### config.mk
export PLATFORM = sky130hd
export DESIGN_NAME = apb_master_gen
export DESIGN_NICKNAME = d
export VERILOG_FILES = /design/src/rtl/apb_master_gen.sv
export SDC_FILE = /design/constraint.sdc
export NUM_CORES = 1
export LEC_CHECK = 0
export CAP_MARGIN = 0
export CORE_ASPECT_RATIO = 1.2
export CORE_MARGIN = 3
export CORE_UTILIZATION = 43
export CTS_CLUSTER_DIAMETER = 60
export DETAILED_ROUTE_END_ITERATION = 12
export HOLD_SLACK_MARGIN = 0.03
export PLACE_DENSITY = 0.83
export SETUP_SLACK_MARGIN = 0.4
export SYNTH_ARGS = -nofsm -noshare
export SYNTH_HDL_FRONTEND = slang
export SYNTH_SLANG_ARGS = --single-unit
### constraint.sdc
create_clock -name clk -period 4.31 [get_ports clk]
set_clock_uncertainty 0.05 [all_clocks]
set_input_delay 1.293 -clock clk [delete_from_list [all_inputs] [get_ports clk]]
set_output_delay 1.293 -clock clk [all_outputs]
set_load 0.01 [all_outputs]
### src/rtl/apb_master_gen.sv
// APB4 master: turns a valid/ready command stream into APB transfers with a one-cycle response pulse.
// Optional wait-state timeout abort is compiled in with `define APB_MASTER_TIMEOUT_EN.
module apb_master_gen #(
  parameter int ADDR_W  = 8,
  parameter int DATA_W  = 8,
  parameter int TIMEOUT = 16
) (
  input  logic                clk,
  input  logic                rst,
  input  logic                cmd_valid,
  output logic                cmd_ready,
  input  logic                cmd_write,
  input  logic [ADDR_W-1:0]   cmd_addr,
  input  logic [DATA_W-1:0]   cmd_wdata,
  input  logic [DATA_W/8-1:0] cmd_strb,
  output logic                rsp_valid,
  output logic [DATA_W-1:0]   rsp_rdata,
  output logic                rsp_err,
  output logic                rsp_timeout,
  output logic                busy,
  output logic                psel,
  output logic                penable,
  output logic                pwrite,
  output logic [ADDR_W-1:0]   paddr,
  output logic [DATA_W-1:0]   pwdata,
  output logic [DATA_W/8-1:0] pstrb,
  input  logic [DATA_W-1:0]   prdata,
  input  logic                pready,
  input  logic                pslverr
);

  typedef enum logic [1:0] {IDLE, SETUP, ACCESS} state_t;

  state_t state, state_nxt;
  logic   accept;
  logic   complete;
  logic   abort;

  assign complete = (state == ACCESS) && pready;

  // NOTE: every always_comb output gets a default first so no path leaves it unassigned (no latch).
  always_comb begin
    cmd_ready = rst && ((state == IDLE) || complete);
    accept    = cmd_valid && cmd_ready;
    busy      = (state != IDLE);
    psel      = 1'b0;
    penable   = 1'b0;
    state_nxt = state;
    case (state)
      IDLE: begin
        if (accept) state_nxt = SETUP;
      end
      SETUP: begin
        psel      = 1'b1;
        state_nxt = ACCESS;
      end
      ACCESS: begin
        psel    = 1'b1;
        penable = 1'b1;
        if (complete)   state_nxt = accept ? SETUP : IDLE;
        else if (abort) state_nxt = IDLE;
      end
      default: state_nxt = IDLE;
    endcase
  end

  // NOTE: sequential state uses non-blocking assignments so every register samples pre-edge values.
  always_ff @(posedge clk or negedge rst) begin
    if (!rst) state <= IDLE;
    else      state <= state_nxt;
  end

  // Reads drive zero data and strobes so the slave never sees stale write bytes.
  always_ff @(posedge clk or negedge rst) begin
    if (!rst) begin
      pwrite <= 1'b0;
      paddr  <= '0;
      pwdata <= '0;
      pstrb  <= '0;
    end else if (accept) begin
      pwrite <= cmd_write;
      paddr  <= cmd_addr;
      pwdata <= cmd_write ? cmd_wdata : '0;
      pstrb  <= cmd_write ? cmd_strb  : '0;
    end
  end

`ifdef APB_MASTER_TIMEOUT_EN
  localparam int CNT_W = (TIMEOUT < 1) ? 1 : $clog2(TIMEOUT + 1);
  localparam logic [CNT_W-1:0] CNT_MAX = CNT_W'(TIMEOUT);

  logic [CNT_W-1:0] wait_cnt;

  always_ff @(posedge clk or negedge rst) begin
    if (!rst) begin
      wait_cnt <= '0;
    end else if (state_nxt == SETUP) begin
      wait_cnt <= '0;
    end else if ((state == ACCESS) && !pready && (wait_cnt != CNT_MAX)) begin
      wait_cnt <= wait_cnt + 1'b1;
    end
  end

  assign abort = (state == ACCESS) && !pready && (wait_cnt == CNT_MAX);
`else
  assign abort = 1'b0;
`endif

  // Response fields hold until the next pulse; only rsp_valid self-clears.
  always_ff @(posedge clk or negedge rst) begin
    if (!rst) begin
      rsp_valid   <= 1'b0;
      rsp_rdata   <= '0;
      rsp_err     <= 1'b0;
      rsp_timeout <= 1'b0;
    end else begin
      rsp_valid <= 1'b0;
      if (complete) begin
        rsp_valid   <= 1'b1;
        rsp_rdata   <= pwrite ? '0 : prdata;
        rsp_err     <= pslverr;
        rsp_timeout <= 1'b0;
      end else if (abort) begin
        rsp_valid   <= 1'b1;
        rsp_rdata   <= '0;
        rsp_err     <= 1'b1;
        rsp_timeout <= 1'b1;
      end
    end
  end

endmodule

* Word-level counts from Yosys, hierarchy flattened *
Index checks and enable logic that the tools add are counted.

word-level totals
  bits in read-only memories = 0
  flip-flop bits (word level) = 30
  memories kept = 0
  memory bits (writable) = 0
  bits in latches = 0
  input bits = 31
  output and inout bits = 33
  logic and storage cells = 30

cells by class
  $add $sub $neg = 0
  reduce and logical (&&, ||, !) cells = 8
  eq/ne operators = 4
  divide/modulo/power cells = 0
  muxes and demuxes = 10
  bitwise operators = 0
  multipliers = 0
  order comparisons = 0
  shift operators = 0

operators by type and width
  kind                                                 count
  two-way mux 8 bit                                    2
  case mux 2 bit (3 select lines)                      1
  two-way mux 1 bit                                    5
  two-way mux 2 bit                                    2
  inequality test 2 bit, second input constant         2
  logical AND 1 bit                                    3
  equality test 2 x 1 -> 1 bit, second input constant  1
  equality test 2 bit, second input constant           1
  zero test 2 bit                                      1
  AND reduction 2 bit                                  1
  nonzero test 2 bit                                   1
  OR reduction 2 bit                                   1
  logical OR 1 bit                                     1

* Longest topological paths before layout *
  depth in word-level cells = 8
  depth in mapped cells = 6
  gate-level depth less buffers = 5

* Worst setup path before layout *
Ideal clock, no wire load.

  kind = in2out
  start = in pready
  end = out cmd_ready
  cell stages on the path = 3
  data required time = 2967 ps
  path buffers = 1
  data arrival time = 1829 ps
  slack = 1138 ps
  cells stage by stage = a21oi_2 -> clkbuf_1 -> nor2b_1

on the way
  word-level cells in the longest chain between the ends = 3

RTL lines
  what               line  RTL
  start, declared    28    input logic pready,
  logical AND 1 bit  39    assign complete = (state == ACCESS) && pready;
  logical OR 1 bit   43    cmd_ready = rst && ((state == IDLE) || complete);
  logical AND 1 bit  43
  end, declared      11    output logic cmd_ready,

No other way between the ends.

* Worst setup path after layout *
Ends and elaborated chain as after synthesis.

==> results.txt <==
outcome -> complete, no violations
Post-DP Area -> 0.00196 sq mm
Switch Pwr -> 412 uW
Clock Tree Buf Depth -> 2
Num Clock Sinks -> 30
drt initial violations -> 8
power per cell area -> 621 mW/mm^2
GR Util All Layers -> 0.184
Post-Syn Area -> 0.00131 sq mm
sequential fraction of the synthesis area -> 0.573
Vias -> 1,093
FMAX -> 0.266 GHz
IO Port Bufs -> 62
Clk pin slew, worst setup/hold paths -> 90 ps
Syn Inst Count -> 121
Comb power frac -> 0.493
CTS tree -> built
first-pass GRT wire length -> 5.25 mm
FILL cells -> 217
design area -> 0.00200 sq mm
Post-synth EDFFs -> 0
switching part of the total -> 0.332
crit path max-delay cell type -> clkdlybuf4s50_1
minimum clock period -> 3750 ps
pins over their slew limit -> 0
vias in the first global route -> 1,151
synth warn -> 0
fin crit share -> 0.871
# IOs -> 64
Leakage -> 0.000873 uW
core area -> 0.00286 sq mm
Multi-input gate area -> 514 sq um
CP Data Required Time -> 2970 ps
DR DRC count -> 0
routed len/inst -> 14.5 um
maxcap violations -> 0
largest net degree at the start of global routing -> 33
row cnt -> 21
VDD IR max -> 0.000473 V
Final WS setup -> 555 ps
initial antenna violation count -> 0
RSZ-0062 raised after global routing -> false
crit start category -> primary input
Nets -> 221
WS Path Type -> primary input to output pin
Die Y -> 66.5 um
DRT Pass-1 Iters -> 4
Seq. cell area -> 751 sq um
pre-CTS setup slack -> 303 ps
clock latency on the worst-skew pair -> 310 ps
syn_area_per_cell -> 10.8 sq um
CP delay by family, top -> buffers and inverters
remaining antenna violation count -> 0
Hold Fails Final Rpt -> 0
final std cells w/o fill -> 220
CTS Buf Count -> 5
Setup TNS -> 0 ps
GPL Wtd Cong -> 0.800
Routed WL -> 3.18 mm
commonest cells after routing, fill and taps aside -> clkdlybuf4s50_1, dfrtp_1, nand2_1, o21ai_0, mux2_2
most common cell after layout, fill and taps aside -> clkdlybuf4s50_1
# diodes -> 0
Die ar. -> 0.00375 sq mm
Final Setup Violations -> 0
clock tree root driver cell -> clkbuf_4
area grow syn2layout -> 52.8%
net count after synthesis -> 156
ratio of cells with drive above 1 in the final layout -> 0.108
DP Cell Count -> 213
Worst Path Buf+Inv -> 2
Worst setup EP type -> output pin
initial core utilization -> 0.457
GRT overflow -> 0
CP max FO -> 5
Clk pwr share -> 0.118
CP max stage delay -> 570 ps
fin util -> 0.699
drt via density -> 4.97
crit-path cells -> clkdlybuf4s50_1 -> a21oi_2 -> nor2b_1 -> dlygate4sd2_1
die width -> 56.4 um
htree depth -> 2
Synth cell types -> 22
Post-DP HPWL -> 2.49 mm
commonest register cell after synthesis -> dfrtp_1
asr flop ratio synth -> 1.00
FF+latch count, synth -> 30
Internal -> 831 uW
arrival time worst endpoint -> 2410 ps
sequential share of power -> 0.389
worst min path class -> flop to flop
[cell families (layout without fill, tap and decap cells)]
family | Yosys count | in the layout | synth area share
DFF | 30 | 30 | 0.573
AOI/OAI and AO/OA | 30 | 30 | 0.117
and+or+nand+nor | 34 | 34 | 0.132
adders and majority gates | 4 | 4 | 0.0382
buffers and inverters | 10 | 75 | 0.0344
other | 1 | 1 | 0.00286
muxes | 12 | 12 | 0.102
[worst reg2reg max path, cell delays in order (launching register included)]
cell	delay [ps]
dfrtp_1	440
inv_1	110
ha_1	270
a21oi_2	90
buf_4	180
nor2_4	260
mux2_2	380
[what timing repair did]
action	CTS	global route
endpoints found under the setup margin	1	0
setup buffers	0	0
hold buffers	0	0
gates resized for setup	1	0
[through the flow]
stage,power [uW],hold WS [ps]
after floorplan,745,464
after global placement,1090,413
after detailed placement,1110,419
after CTS,1260,439
after global routing,1330,480
final,1240,430
[layout make-up]
type | count | area share
flip-flops and latches | 30 | 0.375
repair buffers | 64 | 0.317
multi-input cells | 81 | 0.257
clock buffers | 7 | 0.0225
well taps | 34 | 0.0212
inverters | 4 | 0.00750
[power groups by stage]
stage	Clock, uW	Combinational (uW)	Sequential, uW
global placement	0	604	481
global route	159	664	504
CTS	149	623	485
floorplan	0	210	534
finish	147	613	483
detailed placement	0	623	490
[state kept, by name, summed over array words and instances (netlist names)]
signal and count:
paddr 8, pstrb 1, pwdata 8, pwrite 1, rsp_err 1, rsp_rdata 8
rsp_valid 1, state 2
[layer usage]
layer  part of all wire  routed length (um)  GRT usage
met5                  0                   0          0
met3              0.048                 154     0.0446
met2               0.56                1780      0.348
met1               0.37                1190      0.199
met4              0.018                  57     0.0623
[synth_stat cells (2+ instances only)]
library cell	n	area, sq um
mux2_2	11	124
buf_2	3	15.0
o21ai_1	9	45.0
nor2b_1	2	12.5
nand2b_1	8	50.1
nand2_1	19	71.3
o21ai_0	19	95.1
inv_1	4	15.0
ha_1	4	50.1
dfrtp_1	30	751
[worst paths after layout]
path	from	endpoint	slack [ps]	cells past startpoint
setup / recovery	pready	cmd_ready	560	4
hold / removal	rsp_rdata[4]$_DFFE_PN0P_	rsp_rdata[4]$_DFFE_PN0P_	430	2
setup reg to reg	state[0]$_DFFE_PN0P_	paddr[0]$_DFFE_PN0P_	2400	6
hold reg to reg	rsp_rdata[4]$_DFFE_PN0P_	rsp_rdata[4]$_DFFE_PN0P_	430	2
max in group asynchronous	rst	pwdata[0]$_DFFE_PN0P_	2580	2
min in group asynchronous	rst	paddr[4]$_DFFE_PN0P_	1350	2
Note: power is estimated with default switching activity, not from simulation.
